<file path="src/rtl/t09_sound_sequencer.sv">
// Sound-effect sequencer for the snake game: edge-detects collision and direction events,
// arbitrates them by priority with a one-entry pending slot, and holds each tone for a
// programmed number of millisecond ticks before handing the divider code downstream.
module t09_sound_sequencer #(
  parameter int unsigned TICK_DIV = 12000,
  parameter int unsigned DUR_MOVE = 20,
  parameter int unsigned DUR_GOOD = 80,
  parameter int unsigned DUR_BAD  = 150,
  parameter int unsigned DUR_GAP  = 50,
  parameter logic [7:0]  F_MOVE   = 8'd179,
  parameter logic [7:0]  F_GOOD   = 8'd107,
  parameter logic [7:0]  F_BAD    = 8'd151
) (
  input  logic       clk,
  input  logic       nrst,
  input  logic       enable_i,
  input  logic       goodColl_i,
  input  logic       badColl_i,
  input  logic [3:0] direction_i,
  output logic [7:0] freq,
  output logic       tone_en,
  output logic       busy
);

  localparam int unsigned PW = (TICK_DIV > 1) ? $clog2(TICK_DIV) : 1;
  localparam int unsigned DurMaxA = (DUR_MOVE > DUR_GOOD) ? DUR_MOVE : DUR_GOOD;
  localparam int unsigned DurMaxB = (DUR_BAD > DUR_GAP) ? DUR_BAD : DUR_GAP;
  localparam int unsigned DurMax  = (DurMaxA > DurMaxB) ? DurMaxA : DurMaxB;
  localparam int unsigned DW = (DurMax > 1) ? $clog2(DurMax) : 1;

  typedef enum logic [2:0] {StIdle, StMove, StGood, StBad1, StGap, StBad2} state_e;

  // Priority classes: 0 none, 1 move, 2 good, 3 bad.
  function automatic logic [1:0] state_prio(state_e s);
    unique case (s)
      StMove:                state_prio = 2'd1;
      StGood:                state_prio = 2'd2;
      StBad1, StGap, StBad2: state_prio = 2'd3;
      default:               state_prio = 2'd0;
    endcase
  endfunction

  function automatic state_e prio_state(logic [1:0] p);
    unique case (p)
      2'd1:    prio_state = StMove;
      2'd2:    prio_state = StGood;
      2'd3:    prio_state = StBad1;
      default: prio_state = StIdle;
    endcase
  endfunction

  state_e        state_q, state_d;
  logic [1:0]    pend_q, pend_d;
  logic          bad_q, good_q;
  logic [3:0]    dir_q;
  logic [PW-1:0] presc_q, presc_d;
  logic [DW-1:0] dur_q, dur_d, dur_last;
  logic [7:0]    freq_q, freq_d;
  logic          tone_q, tone_d, busy_q, busy_d;

  logic          ev_bad, ev_good, ev_move, done, entry;
  logic [1:0]    cand, second, cur, top;

  // Rising-edge / change detection against last cycle's inputs.
  always_comb begin
    ev_bad  = badColl_i & ~bad_q;
    ev_good = goodColl_i & ~good_q;
    ev_move = (direction_i != 4'd0) && (direction_i != dir_q);
    cand    = 2'd0;
    second  = 2'd0;
    if (ev_bad) begin
      cand   = 2'd3;
      second = ev_good ? 2'd2 : (ev_move ? 2'd1 : 2'd0);
    end else if (ev_good) begin
      cand   = 2'd2;
      second = ev_move ? 2'd1 : 2'd0;
    end else if (ev_move) begin
      cand   = 2'd1;
    end
  end

  // Last duration count of the current state.
  always_comb begin
    dur_last = '0;
    unique case (state_q)
      StMove:        dur_last = DW'(DUR_MOVE - 1);
      StGood:        dur_last = DW'(DUR_GOOD - 1);
      StBad1, StBad2: dur_last = DW'(DUR_BAD - 1);
      StGap:         dur_last = DW'(DUR_GAP - 1);
      default:       dur_last = '0;
    endcase
  end

  assign done = (state_q != StIdle) && (presc_q == PW'(TICK_DIV - 1)) && (dur_q == dur_last);

  // Next-state, pending-slot arbitration and duration counters.
  always_comb begin
    state_d = state_q;
    pend_d  = pend_q;
    entry   = 1'b0;
    cur     = state_prio(state_q);
    top     = (pend_q > cand) ? pend_q : cand;
    if (!enable_i) begin
      state_d = StIdle;
      pend_d  = 2'd0;
      entry   = 1'b1;
    end else if (cand > cur) begin
      // Preempt (or start from idle); the interrupted sound is discarded.
      state_d = prio_state(cand);
      entry   = 1'b1;
      if (second > pend_q) pend_d = second;
    end else if (done && (state_q == StBad1 || state_q == StGap)) begin
      state_d = (state_q == StBad1) ? StGap : StBad2;
      entry   = 1'b1;
      if (cand > pend_q) pend_d = cand;
    end else if (done) begin
      // Completion: chain straight into the better of pending and the new event.
      state_d = prio_state(top);
      pend_d  = 2'd0;
      entry   = 1'b1;
    end else if (cand > pend_q) begin
      pend_d = cand;
    end

    presc_d = presc_q;
    dur_d   = dur_q;
    if (entry || state_q == StIdle) begin
      presc_d = '0;
      dur_d   = '0;
    end else if (presc_q == PW'(TICK_DIV - 1)) begin
      presc_d = '0;
      dur_d   = dur_q + DW'(1);
    end else begin
      presc_d = presc_q + PW'(1);
    end
  end

  // Registered outputs reflect the state being entered.
  always_comb begin
    freq_d = 8'd0;
    unique case (state_d)
      StMove:         freq_d = F_MOVE;
      StGood:         freq_d = F_GOOD;
      StBad1, StBad2: freq_d = F_BAD;
      default:        freq_d = 8'd0;
    endcase
    tone_d = (state_d == StMove) || (state_d == StGood) ||
             (state_d == StBad1) || (state_d == StBad2);
    busy_d = (state_d != StIdle);
  end

  // Input history updates every cycle, enabled or not.
  always_ff @(posedge clk or negedge nrst) begin
    if (!nrst) begin
      bad_q  <= 1'b0;
      good_q <= 1'b0;
      dir_q  <= 4'd0;
    end else begin
      bad_q  <= badColl_i;
      good_q <= goodColl_i;
      dir_q  <= direction_i;
    end
  end

  // Sequencer state, pending slot and tick counters.
  always_ff @(posedge clk or negedge nrst) begin
    if (!nrst) begin
      state_q <= StIdle;
      pend_q  <= 2'd0;
      presc_q <= '0;
      dur_q   <= '0;
    end else begin
      state_q <= state_d;
      pend_q  <= pend_d;
      presc_q <= presc_d;
      dur_q   <= dur_d;
    end
  end

  // Output registers.
  always_ff @(posedge clk or negedge nrst) begin
    if (!nrst) begin
      freq_q <= 8'd0;
      tone_q <= 1'b0;
      busy_q <= 1'b0;
    end else begin
      freq_q <= freq_d;
      tone_q <= tone_d;
      busy_q <= busy_d;
    end
  end

  assign freq    = freq_q;
  assign tone_en = tone_q;
  assign busy    = busy_q;

endmodule

</file>
<file path="config.mk">
export PLATFORM = sky130hd
export DESIGN_NAME = t09_sound_sequencer
export DESIGN_NICKNAME = d
export VERILOG_FILES = /design/src/rtl/t09_sound_sequencer.sv
export SDC_FILE = /design/constraint.sdc
export NUM_CORES = 1
export LEC_CHECK = 0
export ABC_AREA = 1
export ABC_CLOCK_PERIOD_IN_PS = 3500
export CELL_PAD_IN_SITES_DETAIL_PLACEMENT = 0
export CELL_PAD_IN_SITES_GLOBAL_PLACEMENT = 1
export CORE_MARGIN = 2
export CORE_UTILIZATION = 45
export DETAILED_ROUTE_END_ITERATION = 12
export GPL_TIMING_DRIVEN = 0
export PLACE_DENSITY_LB_ADDON = 0.1
export SYNTH_ARGS = -nofsm -noshare
export SYNTH_HDL_FRONTEND = slang
export SYNTH_SLANG_ARGS = --single-unit
</file>
<file path="constraint.sdc">
create_clock -name clk -period 3.5 [get_ports clk]
set_input_delay 0.525 -clock clk [delete_from_list [all_inputs] [get_ports clk]]
set_output_delay 0.525 -clock clk [all_outputs]
set_load 0.01 [all_outputs]
</file>
==> results of run 1 <==
flip-flops by register name (all words and copies together) (netlist names):
register,flops
dir_q,4
freq,5
pend_q,2
dur_q,8
presc_q,14
bad_q,1
state_q,3
busy,1
good_q,1
power by group through the flow:
stage | sequential (uW) | clock (uW) | combinational, uW
after floorplan | 550 | 0 | 541
after global placement | 536 | 0 | 766
after detailed placement | 539 | 0 | 776
after CTS | 530 | 302 | 778
after global routing | 535 | 321 | 883
final | 529 | 288 | 772
per-layer routing:
layer  global-route usage, %  up-vias
met1                    24.0     1033
met5                       0        -
met2                    31.6       21
met4                    4.58        0
li1                        -     1179
met3                    3.67        4
metrics by stage:
step	power, uW	area (um2)
floorplan	1090	2650
global placement	1300	2920
detailed placement	1310	2940
CTS	1610	3020
global route	1740	3020
finish	1590	3020
synthesized netlist by cell type:
master | count | area, um2
o21ai_0 | 13 | 65.1
a21oi_1 | 12 | 60.1
nor2_1 | 47 | 176
nor4_1 | 4 | 25.0
nor3_1 | 3 | 15.0
nand2_1 | 83 | 312
nand4_1 | 3 | 18.8
and3_1 | 1 | 6.26
inv_6 | 1 | 8.76
inv_4 | 1 | 6.26
nand3_2 | 7 | 70.1
inv_8 | 1 | 11.3
nand2_4 | 4 | 45.0
nand2_2 | 5 | 31.3
buf_2 | 1 | 5.00
nor3b_2 | 1 | 12.5
inv_2 | 3 | 11.3
nor2_4 | 6 | 67.6
nor3b_1 | 1 | 7.51
o22ai_1 | 1 | 6.26
nor2_2 | 3 | 18.8
ha_1 | 9 | 113
xnor2_1 | 3 | 26.3
dfrtp_1 | 39 | 976
nor3_2 | 1 | 10.0
buf_4 | 4 | 30.0
inv_1 | 54 | 203
o21a_1 | 1 | 7.51
nor2_8 | 1 | 20.0
a31oi_1 | 1 | 6.26
buf_6 | 4 | 45.0
xor2_1 | 3 | 26.3
o31ai_1 | 1 | 7.51
nand3_1 | 36 | 180
nand3b_4 | 1 | 20.0
cell type report:
class / instances / area share (%)
multi-input cells: 251 / 44.9
flip-flops and latches: 39 / 32.4
inverters: 60 / 7.96
repair buffers: 19 / 6.47
well taps: 72 / 2.99
plain buffers: 9 / 2.65
clock buffers: 7 / 2.53
clock inverters: 1 / 0.166
logic make-up (layout without fill, tap and decap cells):
kind of cell	after synthesis	after routing	share of synthesized area (%)
buffers and inverters	69	96	12.1
and+or+nand+nor	207	207	39.1
adders and majority gates	9	9	4.25
AOI/OAI and AO/OA	29	29	5.76
xor gates and xnor gates	6	6	1.98
DFF	39	39	36.8
worst paths after layout:
| path | to | depth (start not counted) |
|---|---|---|
| max | presc_q[9]$_DFF_PN0_ | 19 |
| min | busy$_DFF_PN0_ | 1 |
| max reg2reg | presc_q[9]$_DFF_PN0_ | 18 |
| min reg2reg | presc_q[0]$_DFF_PN0_ | 1 |
| max in group asynchronous | dur_q[1]$_DFFE_PN0P_ | 2 |
| min in group clk | presc_q[0]$_DFF_PN0_ | 1 |
==> flow_summary.ini, run 1 <==
[place]
io_buffers = 18
dp_hpwl_mm = 4.06
gp_congestion = 0.834
place_inst = 450
pre_cts_ws_ps = 136

[cells_and_area]
final_cells = 458
seq_area_um2 = 976
n_antenna_cell = 0
fillerInstances = 584
layout_commonest_cell = nand2_1
syn2layout_area_growth_pct = 13.8
post-route-util_pct = 53.8
final_cell_mix = nand2_1, inv_1, nor2_1
multi_input_area_um2 = 1350
drive_above_1_share_pct = 13.5
nets = 403

[sta]
layout_setup_ws_ps = 456
relSlewSlack_pct = 64.4
drv_slew = 0
rsz0062_at_grt = no
clock_skew_ps = 3.83
period_share_pct = 87.0
tns_ps = 0
fmax_mhz = 329
finalHoldViolCount = 0
period_needed_ps = 3040
finalHoldWorstSlack_ps = 86.5
worstMarginPinSlew_ps = 532
setup_viol = 0

[detailed_routing]
wl_met2_mm = 2.43
dr_wl_met3_um = 108
via_per_inst = 4.88
routed_wl_mm = 5.15
met1_length_mm = 2.56
postRouteAntennaNets = 0
routed.top_layer = met4
dr.pass1.iters = 4
first_iter_violations = 89
drt-wirelength-per-cell_um = 11.2
vias = 2237
route.detailed.drc = 0

[clocking]
post_cts_resized = 0
cts_buffers = 5
htreeDepth = 2
cts_root_buffer = clkbuf_8
cts.clk_slew.worst_paths_ps = 70
cts_hold_buffers = 0
clock_latency_ps = 280
clock-sinks = 39
cts_tree = yes
clk_path_buf_depth = 2
cts_setup_buffers = 0

[logic_synthesis]
syn-cell-area_um2 = 2650
synth_area_per_cell_um2 = 7.38
yosysWarnings = 0
ys_seq_area_share_pct = 36.8
ys_types = 35
ys_ff_latch = 39
synthesis.nets = 377
syn_inst = 359

[critical_path]
cp_cell_sequence = clkdlybuf4s50_1 -> inv_1 -> nand2_1 -> nand2_1 -> nor2_1 -> nand2_1 -> nand3_1 -> nand2_1 -> inv_1 -> ha_1 -> nand2_1 -> nand2_1 -> inv_1 -> nor2_1 -> nand3b_4 -> nor2_4 -> inv_2 -> buf_6 -> nor3b_2
crit_path_end_kind = flop
cp_common_cell = nand2_1
crit_required_ps = 3710
r2r_slack_ps = 800
worstPathMaxFanout = 10
slowest_stage = clkdlybuf4s50_1
critPathKind = in -> reg
path_delay_family = simple AND/OR/NAND/NOR gates
slowest_delay_ps = 440
r2r_start = dir_q[2]$_DFF_PN0_
worst_setup_path_start_kind = input pin
arrival_ps = 3250
cp-startpoint = direction_i[0]
critPathBufInv = 6

[power]
share_comb_of_total_power_pct = 48.6
seq_power_share_pct = 33.3
power.density_nw_per_um2 = 527
p_sw_share_pct = 39.1
ir_drop_mv = 0.297
power.leakage_uw = 0.00152
clkPwrFrac_pct = 18.1
internal-power_uw = 967
p_sw_uw = 621

[global_routing]
grt_pass1_wl_mm = 9.47
grt_usage_pct = 18.4
grt_max_degree = 33
grt_antenna_before_repair = 0
grt_overflow_total = 0
first_global_vias = 2185

[flow_run]
max_cap_violations = 0

[die]
chipHeight_um = 80.7
die-area_um2 = 6520
initial_core_util_pct = 47.3
ios = 19
rows = 27
die_w_um = 80.7
core_area_um2 = 5610

[worst_hold_path]
min_path_type = in -> async

[outcome]
status = finished, final reports clean
(Power assumes the default switching activity.)
==> run 2: changes to the inputs <==
--- a/config.mk
+++ b/config.mk
@@ -5,7 +5,6 @@
 export SDC_FILE = /design/constraint.sdc
 export NUM_CORES = 1
 export LEC_CHECK = 0
-export ABC_AREA = 1
 export ABC_CLOCK_PERIOD_IN_PS = 3500
 export CELL_PAD_IN_SITES_DETAIL_PLACEMENT = 0
 export CELL_PAD_IN_SITES_GLOBAL_PLACEMENT = 1
==> run 2 against run 1 <==
- worst hold slack better by 250 ps
- non-clock buffer count is 2 higher
- combinational power is 10% lower
- via count is 22% lower
- global-route usage is 1.5 points lower
- routed wire length is 13% lower
- total power is 2.3% lower
- count of clock-buffer cells in the layout is 1 lower
- cell area is 9.5% lower
- critical path type unchanged
- largest cell class unchanged
==> flow_summary.ini, run 2 <==
[outcome]
status = finished, final reports clean

[cells_and_area]
layout_commonest_cell = dfrtp_1
largest_reg_flops = 14
final_cells = 340
final_cell_mix = dfrtp_1, nor2_1, clkdlybuf4s50_1
nets = 288
n_antenna_cell = 0
fillerInstances = 502
syn2layout_area_growth_pct = 15.6
drive_above_1_share_pct = 11.9
finish.instance_area_um2 = 2730
largest_register = presc_q

[global_routing]
grt_max_degree = 40
grt_pass1_wl_mm = 7.91
grt_overflow_total = 0
grt_antenna_before_repair = 0
grt_usage_pct = 16.9
first_global_vias = 1716

[die]
ios = 19
die-area_um2 = 5850
rows = 26
initial_core_util_pct = 46.5
die_w_um = 76.5
chipHeight_um = 76.5
core_area_um2 = 5070

[logic_synthesis]
syn_inst = 244
synth_xor_area_share_pct = 10.8
ys_ff_latch = 39
ys_seq_area_share_pct = 41.3
synth.area.top_cells = dfrtp_1, nor2_1, xor2_1, xnor2_1, ha_1
yosysMostFrequentCell = dfrtp_1
ys_async_sr_fraction_pct = 100
synth.area.mux_share_pct = 1.69
synth-adder-area-share_pct = 4.77
synth_top_area_cell = dfrtp_1
synth_area_per_cell_um2 = 9.68
syn-cell-area_um2 = 2360
synth_top_family_by_area = simple AND/OR/NAND/NOR gates
synthesis.nets = 262
yosysWarnings = 0
synth_top_area_share_pct = 41.3
ys_types = 57
synth_edf_count = 0
synth-simple-area-share_pct = 23.9
yosys-top-cells-count = dfrtp_1, nor2_1, nand3_1, xor2_1, xnor2_1
synth-main-ff-cell = dfrtp_1
synth-compound-area-share_pct = 12.4

[sta]
fmax_mhz = 309
period_needed_ps = 3240
worstMarginPinSlew_ps = 836
finalHoldViolCount = 0
relSlewSlack_pct = 44.3
finalHoldWorstSlack_ps = 336
clock_skew_ps = 9.17
setup_viol = 0
period_share_pct = 92.5
drv_slew = 0

[power]
internal-power_uw = 1000
p_sw_share_pct = 35.4
p_sw_uw = 549
ir_drop_mv = 0.332
power_uw = 1550
share_comb_of_total_power_pct = 44.7
power.leakage_uw = 0.00112
power.density_nw_per_um2 = 568
clkPwrFrac_pct = 19.5
seq_power_share_pct = 35.8

[worst_hold_path]
min_path_type = in -> async

[critical_path]
crit_path_end_kind = flop
critPathKind = in -> reg
arrival_ps = 3450
r2r_slack_ps = 660
crit_required_ps = 3710
worst_setup_path_start_kind = input pin
r2r_cells = 11
r2r_start = dir_q[1]$_DFF_PN0_
r2r_end = presc_q[5]$_DFF_PN0_
worstPathMaxFanout = 10

[detailed_routing]
via_per_inst = 5.15
dr.pass1.iters = 4
route.detailed.drc = 0
drt-wirelength-per-cell_um = 13.2
postRouteAntennaNets = 0
vias = 1752
routed_wl_mm = 4.47
first_iter_violations = 72

[clocking]
cts_buffers = 5
cts_tree = yes
clock_latency_ps = 290
htreeDepth = 2
cts_root_buffer = clkbuf_8
clk_path_buf_depth = 2
clock-sinks = 39
cts.clk_slew.worst_paths_ps = 70

[place]
place_inst = 332
io_buffers = 18
gp_congestion = 0.768
dp_hpwl_mm = 3.30
placed_area_um2 = 2630

[flow_run]
max_cap_violations = 0
## run 2: area by class of cell
type | instances | area [um2] | share of cell area (%)
multi-input combinational | 182 | 1280 | 46.8
sequential | 39 | 976 | 35.7
timing repair buffer | 19 | 183 | 6.69
tap | 70 | 87.6 | 3.21
clock buffer | 6 | 82.6 | 3.02
buffer | 11 | 75.1 | 2.75
inverter | 12 | 45.0 | 1.65
clock inverter | 1 | 5.00 | 0.183
## run 2: power groups by stage
stage	registers (uW)	clock network (uW)	logic (uW)
after global placement	563	0	692
final	555	303	693
after global routing	564	338	772
after CTS	556	319	696
after floorplan	565	0	473
after detailed placement	564	0	687
## run 2: cells by family after synthesis
kind of cell | after synthesis
buffers and inverters | 23
DFF | 39
xor gates and xnor gates | 29
muxes | 4
and+or+nand+nor | 104
AOI/OAI and AO/OA | 36
adders and majority gates | 9
## run 2: worst max path at each step
stage | start | to | cells past startpoint
final | direction_i[0] | presc_q[5]$_DFF_PN0_ | 11
after global routing | direction_i[1] | presc_q[5]$_DFF_PN0_ | 12
after CTS | direction_i[1] | presc_q[5]$_DFF_PN0_ | 12
after detailed placement | direction_i[1] | presc_q[5]$_DFF_PN0_ | 12
after global placement | direction_i[1] | presc_q[8]$_DFF_PN0_ | 12
after floorplan | direction_i[1] | freq[5]$_DFF_PN0_ | 13
## run 2: metrics by stage
step	setup slack [ps]	setup TNS (ps)	utilization, %
3_3_place_gp	-392	-5660	51.8
2_1_floorplan	758	0	-
3_5_place_dp	-407	-5610	51.7
6_report	261	0	53.8
4_1_cts	85.5	0	53.5
5_1_grt	-3.40	-3.40	53.8
## run 2: critical path: stages
cell	delay [ps]
clkdlybuf4s50_1	460
nor4_1	600
o31ai_2	160
inv_1	110
ha_1	140
nor2b_1	50
o21ai_1	350
nand2_1	200
or3_1	450
clkbuf_1	250
nor2_1	160
## run 2: repair_timing
item | CTS | global route
endpoints found under the setup margin | 11 | 13
resized for setup | 1 | 2
pin swaps | 0 | 1
hold buffers | 0 | 0
setup buffers | 0 | 1
## run 2: routing by layer
metal | GRT usage (%) | part of all wire [%] | vias to the layer above | wire, um
met5 | 0 | 0 | - | 0
li1 | - | - | 895 | -
met4 | 6.55 | 1.7 | 0 | 76
met2 | 26.0 | 44 | 25 | 1980
met1 | 23.5 | 51 | 824 | 2300
met3 | 3.44 | 2.6 | 8 | 117
==> run 3: changes to the inputs <==
--- a/config.mk
+++ b/config.mk
@@ -6,7 +6,7 @@
 export NUM_CORES = 1
 export LEC_CHECK = 0
 export ABC_CLOCK_PERIOD_IN_PS = 3500
-export CELL_PAD_IN_SITES_DETAIL_PLACEMENT = 0
+export CELL_PAD_IN_SITES_DETAIL_PLACEMENT = 1
 export CELL_PAD_IN_SITES_GLOBAL_PLACEMENT = 1
 export CORE_MARGIN = 2
 export CORE_UTILIZATION = 45
==> run 3 against run 2 <==
- clock power increased by 46%
- cell area up 1.5%
- maximum frequency is 0.49% higher
- die area is the same
- largest cell class unchanged
- highest routed layer unchanged
==> flow_summary.ini, run 3 (synthesized netlist as in run 2, its figures left out) <==
[global_routing]
first_global_vias = 1975
grt_max_degree = 40
grt_pass1_wl_mm = 9.25
grt_antenna_before_repair = 0
grt_usage_pct = 19.9
grt_overflow_total = 0

[cells_and_area]
fillerInstances = 592
nets = 287
largest_reg_flops = 14
final_cell_mix = dfrtp_1, nor2_1, clkdlybuf4s50_1
n_antenna_cell = 0
syn2layout_area_growth_pct = 17.4
finish.instance_area_um2 = 2770
layout_commonest_cell = dfrtp_1
final_cells = 340
drive_above_1_share_pct = 11.9
largest_register = presc_q

[sta]
finalHoldViolCount = 0
drv_slew = 0
relSlewSlack_pct = 41.9
fmax_mhz = 310
setup_viol = 0
rsz0062_at_grt = no
clock_skew_ps = 13.4
finalHoldWorstSlack_ps = 351
worstMarginPinSlew_ps = 871
period_needed_ps = 3220
period_share_pct = 92.1

[critical_path]
r2r_start = dir_q[0]$_DFF_PN0_
worst_setup_path_start_kind = input pin
r2r_end = busy$_DFF_PN0_
crit_path_end_kind = flop
worstPathMaxFanout = 6
r2r_cells = 12
crit_required_ps = 3660
arrival_ps = 3390
critPathKind = in -> reg
r2r_slack_ps = 680

[power]
power_uw = 1710
ir_drop_mv = 0.410
power.density_nw_per_um2 = 618
power.leakage_uw = 0.00114

[detailed_routing]
route.detailed.drc = 0
first_iter_violations = 68
postRouteAntennaNets = 0
routed_wl_mm = 5.26
dr.pass1.iters = 4
vias = 1853
drt-wirelength-per-cell_um = 15.5
via_per_inst = 5.45

[die]
die-area_um2 = 5850
initial_core_util_pct = 46.5
ios = 19
core_area_um2 = 5070
die_w_um = 76.5
chipHeight_um = 76.5
rows = 26

[outcome]
status = finished, final reports clean

[clocking]
cts_tree = yes
cts_root_buffer = clkbuf_8
cts_setup_buffers = 0
clk_path_buf_depth = 2
clock-sinks = 39
cts_buffers = 5
clock_latency_ps = 290
htreeDepth = 2
cts.clk_slew.worst_paths_ps = 90

[place]
place_inst = 332
placed_area_um2 = 2630
dp_hpwl_mm = 3.86
io_buffers = 18
gp_congestion = 0.768

[worst_hold_path]
min_path_type = in -> async

[flow_run]
max_cap_violations = 0
## run 3: cell count changes in the layout (fill, tap and decap cells not counted), sizes merged
| cell | before | now |
|---|---|---|
| clkinv | 1 | 0 |
| buf | 11 | 10 |
| bufinv | 0 | 2 |
## run 3: power by group
| part | total (uW) | switching [uW] | internal [uW] |
|---|---|---|---|
| Sequential | 555 | 49.0 | 506 |
| Combinational | 716 | 372 | 344 |
| Clock | 443 | 158 | 285 |
## run 3: area by class of cell
| cell class | instances | area, um2 | area share (%) |
|---|---|---|---|
| clock inverter | 2 | 60.1 | 2.17 |
| tap | 70 | 87.6 | 3.16 |
| inverter | 12 | 45.0 | 1.62 |
| buffer | 11 | 75.1 | 2.71 |
| sequential | 39 | 976 | 35.2 |
| timing repair buffer | 18 | 175 | 6.32 |
| clock buffer | 6 | 72.6 | 2.62 |
| multi-input combinational | 182 | 1280 | 46.2 |
## run 3: worst max-delay path by stage
stage,from,endpoint,slack (ps)
2_1_floorplan,direction_i[1],freq[5]$_DFF_PN0_,760
3_3_place_gp,direction_i[1],presc_q[8]$_DFF_PN0_,-390
3_5_place_dp,direction_i[0],presc_q[10]$_DFF_PN0_,-480
4_1_cts,direction_i[0],presc_q[6]$_DFF_PN0_,50
5_1_grt,direction_i[0],presc_q[5]$_DFF_PN0_,20
6_report,direction_i[0],busy$_DFF_PN0_,280
## run 3: what timing repair did
action,4_1_cts,5_1_grt
endpoints found under the setup margin,12,15
hold endpoints to repair,0,0
hold buffers,0,0
resized for setup,1,3
## run 3: worst max-delay path, stage by stage
cell             delay, ps
clkdlybuf4s50_1        520
xor2_1                 190
nor4_2                  90
o31ai_2                370
inv_1                  120
ha_1                   200
nor2b_1                210
o21ai_2                140
and3_1                 200
o31ai_1                 60
o211a_1                270
inv_1                  100
or3_1                  370
## run 3: metrics by stage
stage               util, %  setup TNS, ps  setup WS [ps]
detailed placement     51.7          -7760           -478
global route           54.6              0           23.5
global placement       51.8          -5660           -392
finish                 54.6              0            277
CTS                    54.3              0           47.0
floorplan                 -              0            758
## run 3: per-layer routing
metal | global-route usage (%) | wire, um | vias to the layer above
met5 | 0 | 0 | -
met4 | 6.55 | 58 | 0
met3 | 4.15 | 139 | 7
met2 | 33.6 | 2580 | 25
met1 | 25.4 | 2480 | 932
li1 | - | - | 889
